$ cat src/rtl/button_counter_bank_if.sv
// Control/status bundle for button_counter_bank: button pulses and levels in,
// channel values and flags out.
interface button_counter_bank_if #(
    parameter int WIDTH    = 4,
    parameter int CHANNELS = 2
);
    localparam int SW = $clog2(CHANNELS);

    logic                      inc_pulse;
    logic                      dec_pulse;
    logic                      shl_pulse;
    logic                      clr_pulse;
    logic                      inc_held;
    logic                      dec_held;
    logic [SW-1:0]             sel;
    logic [WIDTH-1:0]          count_sel;
    logic [CHANNELS*WIDTH-1:0] counts;
    logic                      at_max;
    logic                      at_zero;

    modport master (
        output inc_pulse, dec_pulse, shl_pulse, clr_pulse,
        output inc_held, dec_held, sel,
        input  count_sel, counts, at_max, at_zero
    );

    modport slave (
        input  inc_pulse, dec_pulse, shl_pulse, clr_pulse,
        input  inc_held, dec_held, sel,
        output count_sel, counts, at_max, at_zero
    );
endinterface

$ cat src/rtl/button_counter_bank.sv
// Multi-channel up/down/shift/clear counter bank with wrap or saturate
// arithmetic and a hold-to-auto-repeat engine for increment/decrement.
module button_counter_bank #(
    parameter int WIDTH         = 4,
    parameter int CHANNELS      = 2,
    parameter int SAT_MODE      = 0,
    parameter int REPEAT_DELAY  = 8,
    parameter int REPEAT_PERIOD = 4
) (
    input  logic                 clk,
    input  logic                 rst,
    button_counter_bank_if.slave ctl_if
);
    localparam int SW   = $clog2(CHANNELS);
    localparam int TMAX = (REPEAT_DELAY > REPEAT_PERIOD) ?
                          REPEAT_DELAY : REPEAT_PERIOD;
    localparam int TW   = (TMAX > 1) ? $clog2(TMAX) : 1;

    localparam logic [TW-1:0]    T_DLY = TW'(REPEAT_DELAY - 1);
    localparam logic [TW-1:0]    T_PER = TW'(REPEAT_PERIOD - 1);
    localparam logic [WIDTH-1:0] ONES  = '1;

    typedef enum logic [1:0] {
        IDLE,
        DELAY,
        REPEAT
    } state_t;

    state_t           state_q, state_d;
    logic             dir_q, dir_d;
    logic [TW-1:0]    timer_q, timer_d;
    logic             step_q, step_d;
    logic [WIDTH-1:0] cnt_q [CHANNELS];
    logic [WIDTH-1:0] cnt_d [CHANNELS];
    logic [WIDTH-1:0] cur;
    logic [WIDTH-1:0] nxt;
    logic             wr;
    logic             held_dir;

    function automatic logic [WIDTH-1:0] inc_v(input logic [WIDTH-1:0] v);
        if (SAT_MODE != 0 && v == ONES) return v;
        return v + 1'b1;
    endfunction

    function automatic logic [WIDTH-1:0] dec_v(input logic [WIDTH-1:0] v);
        if (SAT_MODE != 0 && v == '0) return v;
        return v - 1'b1;
    endfunction

    assign held_dir = dir_q ? ctl_if.inc_held : ctl_if.dec_held;

    // A step is emitted into step_q and applied on the following edge.
    always_comb begin
        state_d = state_q;
        dir_d   = dir_q;
        timer_d = timer_q;
        step_d  = 1'b0;
        unique case (state_q)
            IDLE: begin
                if (ctl_if.inc_held || ctl_if.dec_held) begin
                    dir_d   = ctl_if.inc_held;
                    timer_d = T_DLY;
                    state_d = DELAY;
                end
            end
            DELAY, REPEAT: begin
                if (!held_dir) begin
                    state_d = IDLE;
                    timer_d = '0;
                end else if (timer_q == '0) begin
                    step_d  = 1'b1;
                    timer_d = T_PER;
                    state_d = REPEAT;
                end else begin
                    timer_d = timer_q - 1'b1;
                end
            end
            default: state_d = IDLE;
        endcase
    end

    always_comb begin
        cur = '0;
        for (int k = 0; k < CHANNELS; k++) begin
            if (ctl_if.sel == SW'(k)) cur = cnt_q[k];
        end
    end

    // Explicit pulses outrank a pending repeat step, which is then dropped.
    always_comb begin
        wr  = 1'b1;
        nxt = cur;
        priority case (1'b1)
            ctl_if.inc_pulse: nxt = inc_v(cur);
            ctl_if.dec_pulse: nxt = dec_v(cur);
            ctl_if.shl_pulse: nxt = {cur[WIDTH-2:0], 1'b0};
            ctl_if.clr_pulse: nxt = '0;
            step_q:           nxt = dir_q ? inc_v(cur) : dec_v(cur);
            default:          wr  = 1'b0;
        endcase
    end

    always_comb begin
        for (int k = 0; k < CHANNELS; k++) begin
            cnt_d[k] = cnt_q[k];
            if (wr && ctl_if.sel == SW'(k)) cnt_d[k] = nxt;
        end
    end

    always_ff @(posedge clk or posedge rst) begin
        if (rst) begin
            state_q <= IDLE;
            dir_q   <= 1'b0;
            timer_q <= '0;
            step_q  <= 1'b0;
            for (int k = 0; k < CHANNELS; k++) cnt_q[k] <= '0;
        end else begin
            state_q <= state_d;
            dir_q   <= dir_d;
            timer_q <= timer_d;
            step_q  <= step_d;
            for (int k = 0; k < CHANNELS; k++) cnt_q[k] <= cnt_d[k];
        end
    end

    for (genvar k = 0; k < CHANNELS; k++) begin : g_pack
        assign ctl_if.counts[k*WIDTH +: WIDTH] = cnt_q[k];
    end

    assign ctl_if.count_sel = cur;
    assign ctl_if.at_max    = (cur == ONES);
    assign ctl_if.at_zero   = (cur == '0);
endmodule
$ cat src/flat_wrapper.sv
// flat-port wrapper written by rule: the top's interface ports become plain ports
module button_counter_bank_flat 
#(
    parameter int WIDTH         = 4,
    parameter int CHANNELS      = 2,
    parameter int SAT_MODE      = 0,
    parameter int REPEAT_DELAY  = 8,
    parameter int REPEAT_PERIOD = 4
)
  (clk, rst, ctl_if_inc_pulse, ctl_if_dec_pulse, ctl_if_shl_pulse, ctl_if_clr_pulse, ctl_if_inc_held, ctl_if_dec_held, ctl_if_sel, ctl_if_count_sel, ctl_if_counts, ctl_if_at_max, ctl_if_at_zero);
  button_counter_bank_if #(.WIDTH(WIDTH), .CHANNELS(CHANNELS)) ctl_if_i ();
  input  logic clk;
  input  logic rst;
  input wire logic [$bits(ctl_if_i.inc_pulse)-1:0] ctl_if_inc_pulse;
  input wire logic [$bits(ctl_if_i.dec_pulse)-1:0] ctl_if_dec_pulse;
  input wire logic [$bits(ctl_if_i.shl_pulse)-1:0] ctl_if_shl_pulse;
  input wire logic [$bits(ctl_if_i.clr_pulse)-1:0] ctl_if_clr_pulse;
  input wire logic [$bits(ctl_if_i.inc_held)-1:0] ctl_if_inc_held;
  input wire logic [$bits(ctl_if_i.dec_held)-1:0] ctl_if_dec_held;
  input wire logic [$bits(ctl_if_i.sel)-1:0] ctl_if_sel;
  output wire logic [$bits(ctl_if_i.count_sel)-1:0] ctl_if_count_sel;
  output wire logic [$bits(ctl_if_i.counts)-1:0] ctl_if_counts;
  output wire logic [$bits(ctl_if_i.at_max)-1:0] ctl_if_at_max;
  output wire logic [$bits(ctl_if_i.at_zero)-1:0] ctl_if_at_zero;
  assign ctl_if_i.inc_pulse = ctl_if_inc_pulse;
  assign ctl_if_i.dec_pulse = ctl_if_dec_pulse;
  assign ctl_if_i.shl_pulse = ctl_if_shl_pulse;
  assign ctl_if_i.clr_pulse = ctl_if_clr_pulse;
  assign ctl_if_i.inc_held = ctl_if_inc_held;
  assign ctl_if_i.dec_held = ctl_if_dec_held;
  assign ctl_if_i.sel = ctl_if_sel;
  assign ctl_if_count_sel = ctl_if_i.count_sel;
  assign ctl_if_counts = ctl_if_i.counts;
  assign ctl_if_at_max = ctl_if_i.at_max;
  assign ctl_if_at_zero = ctl_if_i.at_zero;
  button_counter_bank #(.WIDTH(WIDTH), .CHANNELS(CHANNELS), .SAT_MODE(SAT_MODE), .REPEAT_DELAY(REPEAT_DELAY), .REPEAT_PERIOD(REPEAT_PERIOD)) u_core (.clk(clk), .rst(rst), .ctl_if(ctl_if_i));
endmodule
$ cat config.mk
export PLATFORM = sky130hd
export DESIGN_NAME = button_counter_bank_flat
export DESIGN_NICKNAME = d
export VERILOG_FILES = /design/src/rtl/button_counter_bank_if.sv /design/src/rtl/button_counter_bank.sv /design/src/flat_wrapper.sv
export SDC_FILE = /design/constraint.sdc
export NUM_CORES = 1
export LEC_CHECK = 0
export ABC_AREA = 1
export CORE_MARGIN = 3
export CORE_UTILIZATION = 55
export DETAILED_ROUTE_END_ITERATION = 10
export GPL_ROUTABILITY_DRIVEN = 0
export PLACE_DENSITY = 0.84
export SYNTH_ARGS = -nofsm -noshare
export SYNTH_HDL_FRONTEND = slang
export SYNTH_SLANG_ARGS = --single-unit
export TNS_END_PERCENT = 1
$ cat constraint.sdc
create_clock -name clk -period 4.4 [get_ports clk]
set_input_delay 0.66 -clock clk [delete_from_list [all_inputs] [get_ports clk]]
set_output_delay 0.66 -clock clk [all_outputs]
set_load 0.02 [all_outputs]
==> results of run 1 <==
==> cell usage in the layout, fill, tap and decap left out <==
cell / n
a21oi_1: 6
a22oi_1: 1
a32o_1: 1
clkbuf_4: 3
clkdlybuf4s50_1: 22
clkinv_2: 1
dfrtp_1: 15
ha_1: 5
inv_1: 30
inv_2: 3
inv_8: 1
nand2_1: 51
nand2_2: 11
nand2_4: 4
nand2_8: 2
nand3_1: 8
nand3_2: 1
nand3b_1: 1
nand4_1: 2
nor2_1: 9
o211ai_1: 2
o21ai_0: 13
o22ai_1: 1
or2_1: 1
xnor2_1: 1
xor2_1: 1
xor2_2: 1
==> sequential cells by signal, indices dropped and copies added (netlist names) <==
| register | count |
|---|---|
| u_core.dir_q | 1 |
| u_core.ctl_if.counts | 8 |
| u_core.state_q | 2 |
| u_core.step_q | 1 |
| u_core.timer_q | 3 |
==> final timing paths <==
| check | from | endpoint | slack (ns) | cells after the start |
|---|---|---|---|---|
| max | ctl_if_sel | ctl_if_at_max | 1.07 | 7 |
| min in group asynchronous | rst | u_core.ctl_if.counts[6] | 0.73 | 2 |
| min | u_core.state_q[0] | u_core.state_q[0] | 0.51 | 2 |
| max in group asynchronous | rst | u_core.timer_q[2] | 3.31 | 2 |
| min reg2reg | u_core.state_q[0] | u_core.state_q[0] | 0.51 | 2 |
| max reg2reg | u_core.ctl_if.counts[0] | u_core.ctl_if.counts[1] | 2.66 | 13 |
==> power by group <==
| group | leakage [nW] | internal (mW) | switching (mW) | total [mW] |
|---|---|---|---|---|
| logic | 0.567 | 0.152 | 0.226 | 0.378 |
| clock network | 0.0177 | 0.0336 | 0.0426 | 0.0762 |
| registers | 0.183 | 0.178 | 0.0395 | 0.217 |
| total | 0.768 | 0.363 | 0.308 | 0.672 |
==> layer usage <==
metal / track usage (%) / wire length, microns
met2: 37.19 / 1267
met4: 7.234 / 33
met5: 0 / 0
met3: 3.099 / 145
met1: 25.71 / 1100
==> cell type report <==
| type | count | area share (%) |
|---|---|---|
| Clock buffer | 3 | 1.524 |
| Clock inverter | 1 | 0.3387 |
| Inverter | 34 | 9.145 |
| Multi-Input combinational cell | 122 | 46.40 |
| Sequential cell | 15 | 25.40 |
| Tap cell | 27 | 2.286 |
| Timing Repair Buffer | 22 | 14.90 |
==> logic make-up (layout without fill, tap and decap cells) <==
kind of cell,count (synthesis),in the layout
AO/OA/AOI/OAI,24,24
XOR/XNOR,3,3
adder cells (fa/ha/maj),5,5
buffers and inverters,35,60
flip-flops,15,15
AND/OR/NAND/NOR,90,90
==> per-stage QoR <==
step	area, sq um	setup slack [ns]
CTS	1478	1.070
detailed placement	1450	1.076
global route	1478	0.8907
global placement	1450	1.112
floorplan	1207	2.150
finish	1478	1.068
==> worst reg2reg max path: cells and delay by family (launching register included) <==
kind,cells,cell delay (ns)
DFF,1,0.45
AOI/OAI and AO/OA,4,0.35
and+or+nand+nor,6,0.39
adders and majority gates,1,0.31
buffers and inverters,2,0.13
==> results.toml, run 1 <==
[status]
outcome = "finished clean"

[cells_and_area]
fin_nets = 212
area_delta_synth_final_pct = 22.38
utilization_pct = 73.08
fillerInstances = 162
n_antenna_cell = 0
stdcell_count = 224
multi_input_area_sq_um = 685.7
drive_gt1_share_pct = 13.71
register_area_sq_um = 375.4

[placed_design]
dp_hpwl_microns = 2121
port_buffers = 22
dp_cells = 220

[clocking]
tritoncts = "done"
cts_buffer_depth = 2
post_cts_buffers = 0
root_buffer = "clkbuf_4"
hold_buffers = 0
h-tree-depth = 1
clkTransAtPathRegs_ns = 0.09
cts_resized = 0
numCtsBuffers = 3
clk-insertion-delay-late_ns = 0.27
clock-sinks = 15

[synth]
synth-seq-area-share_pct = 31.09
synthArstFlopShare_pct = 100.0
synth_nets = 186
ys_types = 25
synth-seq-cells = 15
synth_top_family_by_area = "simple AND/OR/NAND/NOR gates"
synthAdderAreaFrac_pct = 5.181
syn-cell-area_sq_mm = 0.001207
synthXorXnorAreaFrac_pct = 2.798
synth_top_cell_area_share_pct = 31.09
synth.most_common_cell = "nand2_1"
synth-simple-area-share_pct = 37.72
yosysWarningCount = 0
yosys-mux-area-fraction_pct = 0
syn_inst = 172
syn_area_per_cell_sq_um = 7.020
synth_compound_area_share_pct = 11.09
synth_area_leaders = "dfrtp_1 31%, nand2_1 16%, inv_1 9.3%, nand2_2 5.7%, o21ai_0 5.4%"
synth-edff-count = 0
synthFlopType = "dfrtp_1"
yosys-top-cells-count = "51 x nand2_1, 30 x inv_1, 15 x dfrtp_1"
yosys.area.top_type = "dfrtp_1"

[route]
drc = 0
vias_per_cell = 5.036
wl_per_cell_microns = 11.37
ant_nets = 0
vias = 1128
postRouteWirelength_microns = 2547
first_pass_iters = 4
drt-initial-drc-count = 25

[timing]
tns_ns = 0
period_share_pct = 75.73
setup_violations = 0
relSlewSlack_pct = 62.51
finalHoldViolations = 0
clock_skew_ns = 0.0008556
timing.hold.ws_ns = 0.5058
max_freq_mhz = 300.1
maxSlewViolCount = 0
worstMarginPinSlew_ns = 0.5618
fin_crit_ns = 3.332
rsz0062_at_grt = "no"

[critical_path]
worst_path_most_repeated_cell = "clkdlybuf4s50_1"
criticalPathCategory = "input pin to output pin"
crit_path_start_kind = "input pin"
crit_chain = "clkdlybuf4s50_1, nand2_1, nand2_4, ha_1, nand2_2, nor2_1, clkdlybuf4s50_1"
cp.required_ns = 3.74
crit_family = "buffers and inverters"
endpoint_kind = "output pin"
max_stage_delay_ns = 0.75
critPathMaxFanout = 9
crit_slowest_cell = "clkdlybuf4s50_1"
arrival_ns = 2.67
crit_buf_inv = 2

[global_routing]
grt_max_degree = 16
antenna_found_initial = 0
grt_pass1_vias = 1038
grt_pass1_wl_microns = 4367
track_usage_pct = 21.00
overflow = 0

[pwr]
power_leakage_nw = 0.7678
power_density_mw_per_mm2 = 454.5
report.power.total_mw = 0.6715
ir_drop_mv = 0.3599

[flow_run]
cap_violations = 0

[min_path]
hold_class = "register to register"

[floorplan]
rows = 16
dieArea_sq_mm = 0.002794
die_w_microns = 52.86
top_level_ports = 23
start_util_pct = 59.72
die_height_microns = 52.86
core_area_sq_mm = 0.002022
No activity file was read; power rests on OpenSTA's default activity.
==> run 2, diff against run 1 <==
--- a/config.mk
+++ b/config.mk
@@ -7,10 +7,10 @@
 export LEC_CHECK = 0
 export ABC_AREA = 1
 export CORE_MARGIN = 3
-export CORE_UTILIZATION = 55
+export CORE_UTILIZATION = 46
 export DETAILED_ROUTE_END_ITERATION = 10
 export GPL_ROUTABILITY_DRIVEN = 0
-export PLACE_DENSITY = 0.84
+export PLACE_DENSITY = 0.75
 export SYNTH_ARGS = -nofsm -noshare
 export SYNTH_HDL_FRONTEND = slang
 export SYNTH_SLANG_ARGS = --single-unit
==> constraint.sdc (replaced) <==
create_clock -name clk -period 2.9 [get_ports clk]
set_input_delay 0.435 -clock clk [delete_from_list [all_inputs] [get_ports clk]]
set_output_delay 0.435 -clock clk [all_outputs]
set_load 0.02 [all_outputs]
==> run 2 against run 1 <==
Against the previous run: final cell count increased by 0.89%; design area rose by 0.59%; largest cell class unchanged; flip-flop and latch count stayed put; combinational power increased by 55%; sequential power grew 53%; global-route usage shrank 2.2 points; non-clock buffer count grew 1; clock skew increased by 0.0033 ns; setup slack got worse by 0.86 ns.
==> results.toml, run 2 (same netlist as run 1, synthesis figures left out) <==
[global_routing]
antenna_found_initial = 0
grt_pass1_vias = 1199
overflow = 0
grt_max_degree = 16
grt_pass1_wl_microns = 4961
track_usage_pct = 18.84

[flow_run]
cap_violations = 0

[critical_path]
criticalPathCategory = "input pin to output pin"
endpoint_kind = "output pin"
cp.required_ns = 2.47
crit_path_start_kind = "input pin"
critPathMaxFanout = 9
arrival_ns = 2.25

[floorplan]
die_height_microns = 57.23
dieArea_sq_mm = 0.003275
top_level_ports = 23
die_w_microns = 57.23
start_util_pct = 51.60
core_area_sq_mm = 0.002340
rows = 17

[placed_design]
dp_hpwl_microns = 2338
placed_area_sq_mm = 0.001459
dp_cells = 222
dp_slack_ns = 0.2136
port_buffers = 22

[route]
ant_nets = 0
first_pass_iters = 4
vias = 1169
wl_per_cell_microns = 12.61
postRouteWirelength_microns = 2850
drc = 0
vias_per_cell = 5.173
drt-initial-drc-count = 38

[clocking]
clock-sinks = 15
cts_buffer_depth = 2
tritoncts = "done"
post_cts_buffers = 0
cts_resized = 0
hold_buffers = 0
numCtsBuffers = 3
h-tree-depth = 1
root_buffer = "clkbuf_4"
clkTransAtPathRegs_ns = 0.09
clk-insertion-delay-late_ns = 0.28

[cells_and_area]
final_common_cell = "nand2_1"
final_cell_mix = "51 x nand2_1, 30 x inv_1, 22 x clkdlybuf4s50_1, 15 x dfrtp_1, 13 x o21ai_0"
drive_gt1_share_pct = 14.14
n_antenna_cell = 0
multi_input_area_sq_um = 685.7
stdcell_count = 226
register_area_sq_um = 375.4
fin_nets = 213
largest_register_ffs = 8
fillerInstances = 217
final_area_sq_mm = 0.001486
utilization_pct = 63.53
area_delta_synth_final_pct = 23.11

[timing]
clock_skew_ns = 0.004175
rsz0062_at_grt = "no"
worstMarginPinSlew_ns = 0.5854
finalHoldViolations = 0
fin_ws_ns = 0.2118
maxSlewViolCount = 0
fin_crit_ns = 2.688
max_freq_mhz = 372.0
period_share_pct = 92.70
tns_ns = 0
setup_violations = 0
timing.hold.ws_ns = 0.4976
relSlewSlack_pct = 60.93

[min_path]
hold_class = "input pin to asynchronous set/reset pin"

[pwr]
ir_drop_mv = 0.5112
report.power.total_mw = 1.036
power_leakage_nw = 0.7726
power_density_mw_per_mm2 = 697.3

[status]
outcome = "finished clean"
==> run 2: power breakdown <==
group	total [mW]	internal, mW	switching, mW
registers	0.331	0.270	0.0617
logic	0.585	0.232	0.353
clock network	0.120	0.0512	0.0690
total	1.04	0.553	0.484
==> run 2: path summary, 6_finish.rpt <==
| check | slack, ns | startpoint | cells after the start | endpoint |
|---|---|---|---|---|
| worst max register to register | 1.11 | u_core.ctl_if.counts[0] | 13 | u_core.ctl_if.counts[5] |
| min in group clk | 0.50 | u_core.state_q[0] | 2 | u_core.state_q[0] |
| worst min register to register | 0.50 | u_core.state_q[0] | 2 | u_core.state_q[0] |
| max in group asynchronous | 2.01 | rst | 2 | u_core.dir_q |
| worst max-delay path | 0.21 | ctl_if_sel | 8 | ctl_if_at_max |
| worst min-delay path | 0.50 | rst | 2 | u_core.timer_q[1] |
==> run 2: final cells by class <==
class                      instances  share of cell area, %
multi-input combinational        122                  46.13
sequential                        15                  25.25
timing repair buffer              23                  15.32
inverter                          34                  9.091
tap                               28                  2.357
clock buffer                       3                  1.515
clock inverter                     1                 0.3367
==> run 2: routing by layer <==
layer  part of all wire [%]  vias to the layer above  GRT usage, %
li1                       -                      586             -
met4                   0.95                        0         6.291
met2                     54                       36         37.03
met5                      0                        -             0
met1                     40                      543         20.59
met3                    4.7                        4         2.036
==> run 2: critical path, stage by stage <==
cell	delay, ns
clkdlybuf4s50_1	0.46
buf_4	0.19
nand2_1	0.11
nand2_4	0.11
ha_1	0.19
nand2_2	0.07
nor2_1	0.08
clkdlybuf4s50_1	0.60
==> run 3, diff against run 2 <==
--- a/config.mk
+++ b/config.mk
@@ -9,7 +9,7 @@
 export CORE_MARGIN = 3
 export CORE_UTILIZATION = 46
 export DETAILED_ROUTE_END_ITERATION = 10
-export GPL_ROUTABILITY_DRIVEN = 0
+export GPL_ROUTABILITY_DRIVEN = 1
 export PLACE_DENSITY = 0.75
 export SYNTH_ARGS = -nofsm -noshare
 export SYNTH_HDL_FRONTEND = slang
==> constraint.sdc (replaced) <==
create_clock -name clk -period 2.9 [get_ports clk]
set_input_delay 0.58 -clock clk [delete_from_list [all_inputs] [get_ports clk]]
set_output_delay 0.58 -clock clk [all_outputs]
set_load 0.02 [all_outputs]
==> run 3 against run 2 <==
Against the previous run: register-to-register slack improved by 0.02 ns; critical endpoint is now ctl_if_count_sel[0]; design area up 4.1%; first-iteration DRC count stayed put; largest cell class unchanged.
==> results.toml, run 3 (same netlist as run 1, synthesis figures left out) <==
[status]
outcome = "finished clean"

[floorplan]
start_util_pct = 51.60
die_w_microns = 57.23
rows = 17
top_level_ports = 23
core_area_sq_mm = 0.002340
die_height_microns = 57.23
dieArea_sq_mm = 0.003275

[timing]
setup_violations = 0
worstMarginPinSlew_ns = 0.5866
clock_skew_ns = 0.005013
fin_crit_ns = 2.725
tns_ns = 0
relSlewSlack_pct = 60.85
rsz0062_at_grt = "no"
max_freq_mhz = 366.9
period_share_pct = 93.98
finalHoldViolations = 0
maxSlewViolCount = 0

[pwr]
switching_share_pct = 45.84
power_leakage_nw = 0.8329
report.power.total_mw = 1.063
clockPowerShare_pct = 11.2
seq_power_share_pct = 31.5
ir_drop_mv = 0.4435
p_comb_share_pct = 57.3
p_int_mw = 0.5758
p_switching_mw = 0.4873
power_density_mw_per_mm2 = 686.9

[route]
vias_per_cell = 4.855
first_pass_iters = 4
drt-initial-drc-count = 38
ant_nets = 0
postRouteWirelength_microns = 2799
wl_per_cell_microns = 11.96
vias = 1136
drc = 0

[clocking]
hold_buffers = 0
clkTransAtPathRegs_ns = 0.09
root_buffer = "clkbuf_4"
clock-sinks = 15
h-tree-depth = 1
cts_buffer_depth = 2
post_cts_buffers = 0
cts_resized = 1
clk-insertion-delay-late_ns = 0.28
numCtsBuffers = 3
tritoncts = "done"

[critical_path]
r2r_end = "u_core.ctl_if.counts[1]"
cp.required_ns = 2.32
crit_buf_inv = 4
critPathMaxFanout = 9
crit_family = "buffers and inverters"
endpoint_kind = "output pin"
r2r_setup_slack_ns = 1.13
arrival_ns = 2.15
max_stage_delay_ns = 0.61
crit_path_start_kind = "input pin"
criticalPathCategory = "input pin to output pin"
crit_slowest_cell = "clkdlybuf4s50_1"
reg2reg_from = "u_core.ctl_if.counts[0]"
crit_chain = "clkdlybuf4s50_1, buf_4, nand2_1, nand2_4, buf_4, clkdlybuf4s50_1"
reg2reg_depth = 13

[placed_design]
place_congestion = 0.8515
dp_cells = 230
port_buffers = 22
dp_hpwl_microns = 2301

[global_routing]
grt_max_degree = 16
grt_pass1_vias = 1155
grt_pass1_wl_microns = 4981
track_usage_pct = 19.04
antenna_found_initial = 0
overflow = 0

[cells_and_area]
largest_register_ffs = 8
stdcell_count = 234
fin_nets = 221
drive_gt1_share_pct = 17.48
final_cell_mix = "51 x nand2_1, 30 x inv_1, 20 x clkdlybuf4s50_1, 15 x dfrtp_1, 13 x o21ai_0"
fillerInstances = 202
area_delta_synth_final_pct = 28.19
n_antenna_cell = 0
final_common_cell = "nand2_1"

[min_path]
worstHoldStart = "u_core.state_q[0]"
worstHoldPathCells = 2
hold_class = "register to register"
hold_path_end = "u_core.state_q[0]"

[flow_run]
cap_violations = 0
-- run 3: cell count changes in the layout (fill, tap and decap cells not counted) --
| cell | previous run | this run |
|---|---|---|
| clkdlybuf4s50_1 | 22 | 20 |
| buf_4 | 1 | 9 |
| dlymetal6s2s_1 | 0 | 1 |
| dlygate4sd2_1 | 0 | 1 |
-- run 3: worst max path at each step --
stage / cells past startpoint / end / startpoint
after floorplan: 7 / ctl_if_at_max / ctl_if_sel
after global routing: 6 / ctl_if_count_sel[1] / ctl_if_sel
after CTS: 8 / ctl_if_at_zero / ctl_if_sel
final: 6 / ctl_if_count_sel[0] / ctl_if_sel
after detailed placement: 8 / ctl_if_at_max / ctl_if_sel
after global placement: 8 / ctl_if_at_max / ctl_if_sel
-- run 3: layout make-up --
| class | instances | area, sq um | share of cell area (%) |
|---|---|---|---|
| clock buffer | 3 | 22.52 | 1.455 |
| clock inverter | 1 | 5.005 | 0.3234 |
| inverter | 34 | 135.1 | 8.731 |
| multi-input combinational | 122 | 685.7 | 44.30 |
| sequential | 15 | 375.4 | 24.25 |
| tap | 28 | 35.03 | 2.264 |
| timing repair buffer | 31 | 289.0 | 18.67 |
-- run 3: per-stage QoR --
stage | util [%] | cell area (sq um) | hold WS [ns] | setup WS (ns)
final | 66.15 | 1548 | 0.5254 | 0.1747
after global routing | 66.15 | 1548 | 0.5658 | 0.1126
after CTS | 66.04 | 1545 | 0.5274 | 0.02828
after detailed placement | 64.92 | 1519 | 0.5061 | 0.004192
after global placement | 64.92 | 1519 | 0.4757 | 0.01309
after floorplan | - | 1207 | 0.4530 | 0.8096
-- run 3: worst reg2reg max path: stages, from the launching register on --
cell      delay, ns
dfrtp_1        0.45
inv_1          0.06
nand2_1        0.07
nand2_2        0.06
ha_1           0.30
inv_1          0.06
nand2_1        0.06
nand3_1        0.07
o211ai_1       0.09
nand2_1        0.07
o211ai_1       0.07
o21ai_0        0.13
nand2_1        0.07
o21ai_0        0.08
-- run 3: power by group through the flow --
stage	logic, mW	registers, mW	clock network [mW]
3_5_place_dp	0.609	0.338	0
2_1_floorplan	0.374	0.352	0
6_report	0.609	0.335	0.119
5_1_grt	0.690	0.344	0.136
3_3_place_gp	0.589	0.333	0
4_1_cts	0.613	0.334	0.126
-- run 3: routing by layer --
metal	up-vias	track usage, %	routed length, microns
met5	-	0	0
met4	0	5.298	12
met3	2	2.036	117
met2	19	36.05	1463
met1	515	22.47	1206
li1	600	-	-
